$ cat src/rtl/cs_trgt_xchg.sv
// cs_trgt_xchg: target-side co-simulation exchange engine.
// Serves NUM_CH mission-clock domains from one utility clock. Each rising
// mission-clock edge is queued. The lowest pending channel is then served
// in one of three ways: it uploads a SUT snapshot, it waits frozen for a
// downloaded vector, or it does both. A watchdog releases a stuck channel
// instead of hanging. Error flags are sticky until reset.
module cs_trgt_xchg #(
    parameter  int NUM_CH   = 3,
    parameter  int DATA_W   = 8,
    parameter  int WDOG_MAX = 10000,
    parameter  int WDOG_W   = 16,
    localparam int CH_W     = (NUM_CH > 1) ? $clog2(NUM_CH) : 1
) (
    input  logic                     clk_i,
    input  logic                     rst_i,
    input  logic [NUM_CH-1:0]        mclk_i,
    input  logic                     put_en_i,
    input  logic                     get_en_i,
    output logic [NUM_CH-1:0]        freeze_clk_o,
    input  logic                     rx_valid_i,
    input  logic [CH_W-1:0]          rx_ch_i,
    input  logic [DATA_W:0]          rx_data_i,
    output logic                     rx_ready_o,
    output logic [NUM_CH-1:0]        dn_wen_o,
    output logic [NUM_CH*DATA_W-1:0] dn_data_o,
    input  logic                     up_valid_i,
    input  logic [DATA_W-1:0]        up_data_i,
    output logic                     tx_valid_o,
    input  logic                     tx_ready_i,
    output logic [CH_W-1:0]          tx_ch_o,
    output logic [DATA_W:0]          tx_data_o,
    output logic                     wdog_err_o,
    output logic                     mis_err_o,
    output logic                     ovr_err_o
);

    typedef enum logic [1:0] {
        ST_IDLE    = 2'd0,
        ST_SEND    = 2'd1,
        ST_WAIT_RX = 2'd2
    } state_t;

    state_t                    r_state;
    state_t                    w_state_nxt;
    logic [NUM_CH-1:0]         r_mclk_q;
    logic [NUM_CH-1:0]         r_pending;
    logic [CH_W-1:0]           r_cur_ch;
    logic [WDOG_W-1:0]         r_wdog;
    logic [DATA_W:0]           r_tx_data;
    logic [CH_W-1:0]           r_tx_ch;
    logic [NUM_CH-1:0]         r_dn_wen;
    logic [NUM_CH*DATA_W-1:0]  r_dn_data;
    logic                      r_wdog_err;
    logic                      r_mis_err;
    logic                      r_ovr_err;

    logic [NUM_CH-1:0]         w_edge;
    logic [NUM_CH-1:0]         w_clr_mask;
    logic [NUM_CH-1:0]         w_busy_mask;
    logic [CH_W-1:0]           w_sel_ch;
    logic                      w_take;
    logic                      w_accept;
    logic                      w_match;
    logic                      w_mismatch;
    logic                      w_timeout;
    logic                      w_overrun;

    assign w_edge     = mclk_i & ~r_mclk_q;
    assign w_take     = (r_state == ST_IDLE) && (|r_pending);
    assign w_accept   = rx_valid_i && (r_state == ST_WAIT_RX);
    assign w_match    = w_accept && (rx_ch_i == r_cur_ch);
    assign w_mismatch = w_accept && (rx_ch_i != r_cur_ch);
    // A matching vector arriving on the last watchdog cycle still wins.
    assign w_timeout  = (r_state == ST_WAIT_RX) && !w_match
                        && (r_wdog == WDOG_W'(WDOG_MAX));
    assign w_overrun  = |(w_edge & (r_pending | w_busy_mask));

    // Lowest pending index wins; per-channel clear and in-service masks.
    always_comb begin
        // NOTE: every always_comb output gets a default first so no path leaves it unassigned and infers a latch.
        w_sel_ch    = '0;
        w_clr_mask  = '0;
        w_busy_mask = '0;
        for (int k = NUM_CH - 1; k >= 0; k--) begin
            if (r_pending[k]) w_sel_ch = CH_W'(k);
        end
        for (int k = 0; k < NUM_CH; k++) begin
            w_clr_mask[k]  = w_take && (w_sel_ch == CH_W'(k));
            w_busy_mask[k] = (r_state != ST_IDLE) && (r_cur_ch == CH_W'(k));
        end
    end

    // Next-state decision and state-decoded handshake/freeze outputs.
    always_comb begin
        w_state_nxt  = r_state;
        freeze_clk_o = '0;
        rx_ready_o   = 1'b0;
        tx_valid_o   = 1'b0;
        unique case (r_state)
            ST_IDLE: begin
                if (w_take) begin
                    if (put_en_i)      w_state_nxt = ST_SEND;
                    else if (get_en_i) w_state_nxt = ST_WAIT_RX;
                end
            end
            ST_SEND: begin
                tx_valid_o = 1'b1;
                if (tx_ready_i) w_state_nxt = get_en_i ? ST_WAIT_RX : ST_IDLE;
            end
            ST_WAIT_RX: begin
                rx_ready_o = 1'b1;
                for (int k = 0; k < NUM_CH; k++) begin
                    freeze_clk_o[k] = (r_cur_ch == CH_W'(k));
                end
                if (w_match || w_timeout) w_state_nxt = ST_IDLE;
            end
            default: w_state_nxt = ST_IDLE;
        endcase
    end

    // State, edge history, pending queue and served-channel register.
    always_ff @(posedge clk_i or posedge rst_i) begin
        if (rst_i) begin
            r_state   <= ST_IDLE;
            r_mclk_q  <= '0;
            r_pending <= '0;
            r_cur_ch  <= '0;
        end else begin
            // NOTE: sequential state uses non-blocking assignments so every register samples pre-edge values.
            r_state   <= w_state_nxt;
            r_mclk_q  <= mclk_i;
            // A fresh edge beats the clear, so an edge on the channel being taken re-queues it.
            r_pending <= (r_pending & ~w_clr_mask) | w_edge;
            if (w_take) r_cur_ch <= w_sel_ch;
        end
    end

    // Watchdog runs only while waiting, so it is zero on every WAIT_RX entry.
    always_ff @(posedge clk_i or posedge rst_i) begin
        if (rst_i) begin
            r_wdog <= '0;
        end else if (r_state == ST_WAIT_RX) begin
            r_wdog <= r_wdog + WDOG_W'(1);
        end else begin
            r_wdog <= '0;
        end
    end

    // Upload snapshot captured once on SEND entry and held until handshake.
    always_ff @(posedge clk_i or posedge rst_i) begin
        if (rst_i) begin
            // NOTE: payload registers are reset here because every output must read 0 during reset.
            r_tx_data <= '0;
            r_tx_ch   <= '0;
        end else if (w_take && (w_state_nxt == ST_SEND)) begin
            r_tx_data <= {up_valid_i, up_data_i};
            r_tx_ch   <= w_sel_ch;
        end
    end

    // Downloaded vector lands only in the served channel's slice.
    always_ff @(posedge clk_i or posedge rst_i) begin
        if (rst_i) begin
            r_dn_wen  <= '0;
            r_dn_data <= '0;
        end else if (w_match) begin
            for (int k = 0; k < NUM_CH; k++) begin
                if (r_cur_ch == CH_W'(k)) begin
                    r_dn_wen[k]                    <= rx_data_i[DATA_W];
                    r_dn_data[k*DATA_W +: DATA_W]  <= rx_data_i[DATA_W-1:0];
                end
            end
        end
    end

    // Sticky error flags, cleared only by reset.
    always_ff @(posedge clk_i or posedge rst_i) begin
        if (rst_i) begin
            r_wdog_err <= 1'b0;
            r_mis_err  <= 1'b0;
            r_ovr_err  <= 1'b0;
        end else begin
            if (w_timeout)  r_wdog_err <= 1'b1;
            if (w_mismatch) r_mis_err  <= 1'b1;
            if (w_overrun)  r_ovr_err  <= 1'b1;
        end
    end

    assign tx_data_o  = r_tx_data;
    assign tx_ch_o    = r_tx_ch;
    assign dn_wen_o   = r_dn_wen;
    assign dn_data_o  = r_dn_data;
    assign wdog_err_o = r_wdog_err;
    assign mis_err_o  = r_mis_err;
    assign ovr_err_o  = r_ovr_err;

endmodule

$ cat config.mk
export PLATFORM = sky130hd
export DESIGN_NAME = cs_trgt_xchg
export DESIGN_NICKNAME = d
export VERILOG_FILES = /design/src/rtl/cs_trgt_xchg.sv
export SDC_FILE = /design/constraint.sdc
export NUM_CORES = 1
export LEC_CHECK = 0
export CORE_ASPECT_RATIO = 1.5
export CORE_MARGIN = 4
export CORE_UTILIZATION = 49
export CTS_CLUSTER_DIAMETER = 40
export DETAILED_ROUTE_END_ITERATION = 8
export HOLD_SLACK_MARGIN = 0.1
export PLACE_DENSITY = 0.9
export SYNTH_ARGS = -nofsm -noshare
export SYNTH_HDL_FRONTEND = slang
export SYNTH_SLANG_ARGS = --single-unit
$ cat constraint.sdc
create_clock -name clk_i -period 2.76 [get_ports clk_i]
set_input_delay 0.414 -clock clk_i [delete_from_list [all_inputs] [get_ports clk_i]]
set_output_delay 0.414 -clock clk_i [all_outputs]
set_load 0.02 [all_outputs]
==> results.py <==
metrics = {
    "run_status": {
        "outcome": "finished clean",
    },
    "power": {
        "vdd_ir_drop_max_v": 0.0005586,
        "p_seq_share_pct": 39.2,
        "clkPwrFrac_pct": 20.3,
        "switching_share_pct": 34.84,
        "p_comb_share_pct": 40.6,
        "leakagePower_nw": 1.735,
        "p_sw_w": 0.001336,
        "power_density_nw_per_um2": 974.1,
        "p_int_w": 0.002498,
    },
    "sta": {
        "drv_slew": 0,
        "worst_pin_slew_ps": 627.5,
        "period_needed_ps": 2413,
        "rsz0062_at_grt": "no",
        "finalCritPeriodShare_pct": 87.42,
        "setup_viol": 0,
        "relSlewSlack_pct": 58.17,
        "fmax_mhz": 414.4,
        "hold_violations": 0,
        "finalSetupTns_ps": 0,
        "fin_skew_ps": 10.91,
        "worst_slack_ps": 347.1,
    },
    "route": {
        "drc_errors": 0,
        "drt_iter0_markers": 86,
        "wire_per_inst_um": 16.13,
        "finalWirelength_um": 6260,
        "vias": 2069,
        "avgViaCountPerCell": 5.332,
        "drtAntennaViolNets": 0,
        "drt_pass1_iterations": 4,
    },
    "worst_setup_path": {
        "reg2reg_to": "dn_data_o[6]",
        "slowest_stage": "clkdlybuf4s50_1",
        "worstPathArrival_ps": 2000,
        "cp_max_fo": 8,
        "rr_startpoint": "r_cur_ch[0]",
        "rr_worst_depth": 4,
        "timing.reg2reg.setup_slack_ps": 840,
        "cpPeakStageDelay_ps": 600,
        "critPathTopFamily": "buffers and inverters",
        "crit_path_end_kind": "output pin",
        "crit_type": "reg2out",
        "worstPathRequired_ps": 2350,
        "path_buf_inv": 2,
        "start_kind": "register",
        "path_cells": "nand2b_1 > clkinv_4 > and3_4 > clkdlybuf4s50_1",
    },
    "yosys": {
        "synth.top_cell.area_share_pct": 56.80,
        "synth_area_per_cell_um2": 12.67,
        "synth_compound_area_share_pct": 4.324,
        "synth_edf_count": 0,
        "synth_top_family_by_area": "multiplexers",
        "synth_seq_area_share_pct": 56.80,
        "synthAdderAreaFrac_pct": 0.8478,
        "synth_xor_area_share_pct": 4.409,
        "synth_cell_types": 44,
        "yosys.area_share.simple_pct": 14.12,
        "synthCells": 233,
        "synth-main-ff-cell": "dfrtp_1",
        "synth_mux_area_share_pct": 16.02,
        "ys_warn_count": 0,
        "synthTopCellsByArea": "dfrtp_1, mux2_4, mux2_1, mux2_2, xnor2_1",
        "synth_top_cell_by_area": "dfrtp_1",
        "netlist_area_um2": 2952,
        "syn_nets": 264,
        "synth-seq-cells": 67,
        "async_flop_share_pct": 100.0,
    },
    "clock_tree": {
        "post_cts_buffers": 0,
        "clockBufferDepth": 2,
        "cts-root-buf": "clkbuf_8",
        "cts_hold_buf": 0,
        "cts.sinks": 67,
        "clkSlewWorstSetupHoldPaths_ps": 70,
        "worstSkewPairLatency_ps": 330,
        "cts_tree": "yes",
        "htree_levels": 3,
        "cts_buffers": 9,
        "cts_resized": 0,
    },
    "min_path": {
        "hp-class": "in2async",
    },
    "finish": {
        "design_area_um2": 3936,
        "area_delta_synth_final_pct": 33.36,
        "drive_above_1_share_pct": 18.04,
        "final_nets": 343,
        "diodes": 0,
        "fillers": 453,
    },
    "global_routing": {
        "grt_max_degree": 27,
        "grt_pass1_vias": 2161,
        "gr-total-overflow": 0,
        "antenna_found_initial": 0,
        "grt_usage_pct": 18.17,
        "grt_pass1_wl_um": 10270,
    },
    "place": {
        "placed_area_um2": 3745,
        "hpwl_um": 4782,
        "dp_slack_ps": 480.7,
        "numPortBuffers": 74,
        "gp_congestion": 0.8335,
    },
    "floorplan": {
        "die_area_um2": 7355,
        "die_w_um": 71.37,
        "die_y_um": 103.1,
        "num_io_pins": 75,
        "core_region_area_um2": 5828,
        "start_util_pct": 50.64,
        "num_rows": 34,
    },
    "flow_run": {
        "max_cap_violations": 0,
    },
}
## cells by family after synthesis
kind of cell    count (synthesis)
flops                          67
mux                            36
fa+ha+maj                       2
compound gates                 21
xor+xnor                       14
buf+inv                        19
simple gates                   74
## cells in the mapped netlist, types with 3 or more instances
library cell / number
a21oi_1: 4
buf_2: 3
dfrtp_1: 67
inv_1: 9
mux2_1: 9
mux2_2: 9
mux2_4: 18
nand2_1: 8
nand2b_1: 6
nand3_1: 5
nand4_1: 4
nor2_1: 19
nor2b_1: 3
nor3_1: 9
nor4_1: 3
o21ai_0: 9
xnor2_1: 9
xor2_1: 4
## metrics by stage
stage               power [W]  hold slack [ps]  util (%)  instances
CTS                  0.003886            406.0     67.54        388
detailed placement   0.003090            461.1     64.26        373
floorplan            0.002383            418.2         -        233
finish               0.003834            409.7     67.54        388
global route         0.004058            445.6     67.54        388
global placement     0.003026            432.2     64.26        373
## worst max-delay path by stage
stage / slack (ps) / startpoint / to / cells after the start
finish: 350 / r_state[0] / freeze_clk_o[1] / 4
global route: 260 / r_state[0] / freeze_clk_o[1] / 4
CTS: 330 / r_state[0] / freeze_clk_o[1] / 4
detailed placement: 480 / rx_ch_i[1] / dn_data_o[6] / 5
global placement: 600 / rx_ch_i[1] / dn_data_o[0] / 5
floorplan: 660 / rst_i / dn_data_o[0] / 1
## worst reg2reg max path, stage by stage (launching register included)
cell,delay (ps)
dfrtp_1,510
xnor2_2,250
nand3_2,160
nand2b_1,470
mux2_4,430
## state kept, by name (all words and copies together), names as in the netlist
name        count
tx_data_o       9
ovr_err_o       1
r_mclk_q        3
dn_data_o      24
mis_err_o       1
r_wdog         16
wdog_err_o      1
r_cur_ch        2
dn_wen_o        3
r_pending       3
r_state         2
tx_ch_o         2
## per-layer routing
layer | vias to the layer above | track usage, % | part of all wire [%]
met5 | - | 0 | 0
met4 | 0 | 8.249 | 1.7
met3 | 8 | 4.390 | 5.9
met2 | 70 | 32.44 | 53
met1 | 1026 | 20.38 | 40
li1 | 965 | - | -
## power by group through the flow
stage | combinational, W | clock, W | sequential [W]
global placement | 0.00153 | 0 | 0.00150
CTS | 0.00158 | 0.000800 | 0.00150
finish | 0.00156 | 0.000777 | 0.00150
detailed placement | 0.00157 | 0 | 0.00152
global route | 0.00167 | 0.000842 | 0.00154
floorplan | 0.000639 | 0 | 0.00174
## cell usage in the layout (no fill, tap or decap), drive strengths merged, types with 2 or more instances in the layout
cell type      count
clkinvlp           2
a21oi              4
inv                9
clkbuf             9
nand3              6
ha                 2
or3                2
o21ai              9
nor4               3
dfrtp             67
buf                3
mux2              36
nand2b             7
nand2              8
a31o               2
nand4              5
xnor2             10
o31ai              2
nor2b              3
nor2              19
clkdlybuf4s50     74
clkinv             4
and2               2
nor3              11
xor2               4
## final cells by class
type                       instances  area, um2  share of cell area, %
inverter                          10      42.54                  1.081
sequential                        67       1677                  42.59
timing repair buffer              77      763.2                  19.39
tap                               72      90.09                  2.289
clock buffer                       9      123.9                  3.147
clock inverter                     6      67.56                  1.716
multi-input combinational        147       1172                  29.78
(Power assumes the default switching activity.)
==> variant (config.mk and constraints unchanged) <==
Encoding of `state_t`: now one-hot (3 bits for 3 states).
--- a/src/rtl/cs_trgt_xchg.sv
+++ b/src/rtl/cs_trgt_xchg.sv
@@ -34,10 +34,10 @@
     output logic                     ovr_err_o
 );
 
-    typedef enum logic [1:0] {
-        ST_IDLE    = 2'd0,
-        ST_SEND    = 2'd1,
-        ST_WAIT_RX = 2'd2
+    typedef enum logic [2:0] {
+        ST_IDLE    = 3'b001,
+        ST_SEND    = 3'b010,
+        ST_WAIT_RX = 3'b100
     } state_t;
 
     state_t                    r_state;
Formal check against the unedited RTL: same outputs for any inputs over 10 cycles, from zero or initial values and one cycle with rst_i high; not proved beyond that.
==> variant against the original RTL <==
- final area increased by 1.7%
- global-route usage increased by 1.1 points
- critical endpoint unchanged
- die area decreased by 0.77%
- register-to-register slack got worse by 290 ps
- wire length increased by 6.0%
- power increased by 2.9%
- setup slack got worse by 240 ps
- largest cell class unchanged
- largest power group is now registers
- critical path depth unchanged
- sequential cell count increased by 1
- synthesized area decreased by 0.85%
==> variant: results (changes against the original RTL) <==
Detailed routing
  • Routed length on met3: 418 um (+12%)
  • Initial drt markers: 67 (-22%)
  • M1 wire length: 2640 um (+6.8%)
  • Drt pass-1 iters: 4 (unchanged)
  • Metal2 WL: 3490 um (+5.7%)
  • DR vias/cell: 5.40 (+1.3%)
  • Post-Route WL: 6640 um (+6.0%)

Placement
  • Dpl hpwl: 4590 um (-4.0%)
  • Pre-CTS WS: 445 ps (-35.3 ps)
  • DP Cell Count: 380 (+1.9%)
  • Gpl congestion: 0.792 (-5.0%)

GRT
  • Global-route wire length before repair: 10900 um (+6.0%)
  • GRT met3 Usage: 7.22% (+2.8 points)
  • Met1 GRT Util: 22.3% (+1.9 points)
  • Largest net degree at the start of global routing: 59 (+120%)
  • All-Layer GR Usage: 19.3% (+1.1 points)
  • GR Util met2: 33.0% (+0.59 points)

Power
  • Clk pwr share: 24.8% (+4.5 points)
  • Comb pwr: 1.47 mW (-6%)
  • Net switching fraction of the power: 33.5% (-1.3 points)
  • VDD IR max: 0.661 mV (+18%)
  • Clk. pwr: 0.978 mW (+26%)
  • Leak pwr: 1.78 nW (+2.6%)

Synth
  • Syn nets: 269 (+1.9%)
  • Top cells by count, synth: dfrtp_1 (67), mux2_2 (36), nor2_1 (21)
  • Sequential share of the synthesized area: 58.2% (+1.4 points)
  • Syn avg cell area: 12.3 um^2 (-2.9%)
  • Distinct cells, synth: 37 (-16%)

CTS
  • Worst-Skew Late Latency: 350 ps (+20 ps)
  • Num CTS Buffers: 9 (unchanged)

Setup path
  • Critical R2R Capture: tx_data_o[0]
  • R2R Setup Slk: 550 ps (-290 ps)
  • Critical Path Source: r_state[1]
  • Worst-path fanout max: 10 (+2)
  • Cells on worst reg2reg path: 3 (-1)
  • Worst setup endpoint: freeze_clk_o[1]
  • RR Startpoint: r_state[0]
  • Critical Path AT: 2240 ps (+240 ps)

Finish
  • Share of cells above drive strength 1: 19.8% (+1.7 points)
  • Antenna diodes: 0 (unchanged)
  • Nets: 351 (+2.3%)
  • Filler cell count: 413 (-8.8%)
  • Finished Layout Cells: 396 (+2.1%)
  • Final core utilization: 69.2% (+1.7 points)

Run status
  • Status: finished clean

Timing
  • Post-route clock period utilization: 96.1% (+8.7 points)
  • Layout Skew: 6.27 ps (-4.64 ps)
[variant: cell types whose count changed in the layout (fill, tap and decap cells not counted), moves of 5 or more]
cell     change
mux2_1       -9
mux2_2      +27
mux2_4      -18
nand2_1      +5
nor3_1       -6
xor2_1       +6
[variant: worst min path at each step]
| stage | slack (ps) | cells past startpoint | end | from |
|---|---|---|---|---|
| floorplan | 450 | 0 | r_mclk_q[0] | mclk_i[0] |
| global placement | 460 | 1 | wdog_err_o | wdog_err_o |
| detailed placement | 450 | 1 | wdog_err_o | wdog_err_o |
| CTS | 300 | 2 | r_mclk_q[0] | rst_i |
| global route | 320 | 2 | r_mclk_q[0] | rst_i |
| finish | 310 | 2 | tx_data_o[3] | rst_i |
[variant: repair_timing]
item / 4_1_cts / 5_1_grt
hold buffers: 0 / 0
endpoints found under the setup margin: 0 / 2
setup buffers: 0 / 0
resized for setup: 0 / 0
[variant: cells by family (layout without fill, tap and decap cells)]
kind of cell             after synthesis  in the layout  share of synthesized area (%)
XOR/XNOR                              16             16                           4.79
buffers and inverters                 13             98                           1.67
multiplexers                          36             36                           13.9
AND/OR/NAND/NOR                       82             83                           16.5
AO/OA/AOI/OAI                         21             21                           4.10
adder cells (fa/ha/maj)                2              2                          0.855
flip-flops                            68             68                           58.2
[variant: per-stage QoR]
step / area [um^2] / hold WS [ps]
global placement: 3760 / 463
CTS: 4000 / 304
detailed placement: 3760 / 447
finish: 4010 / 314
floorplan: 2930 / 445
global route: 4010 / 325
[variant: final cells by class]
class | instances | area, um^2 | area share, %
Multi-Input combinational cell | 158 | 1180 | 29.6
Timing Repair Buffer | 75 | 761 | 19.0
Tap cell | 72 | 90.1 | 2.25
Clock buffer | 9 | 124 | 3.09
Clock inverter | 6 | 114 | 2.84
Sequential cell | 68 | 1700 | 42.5
Inverter | 8 | 30.0 | 0.750
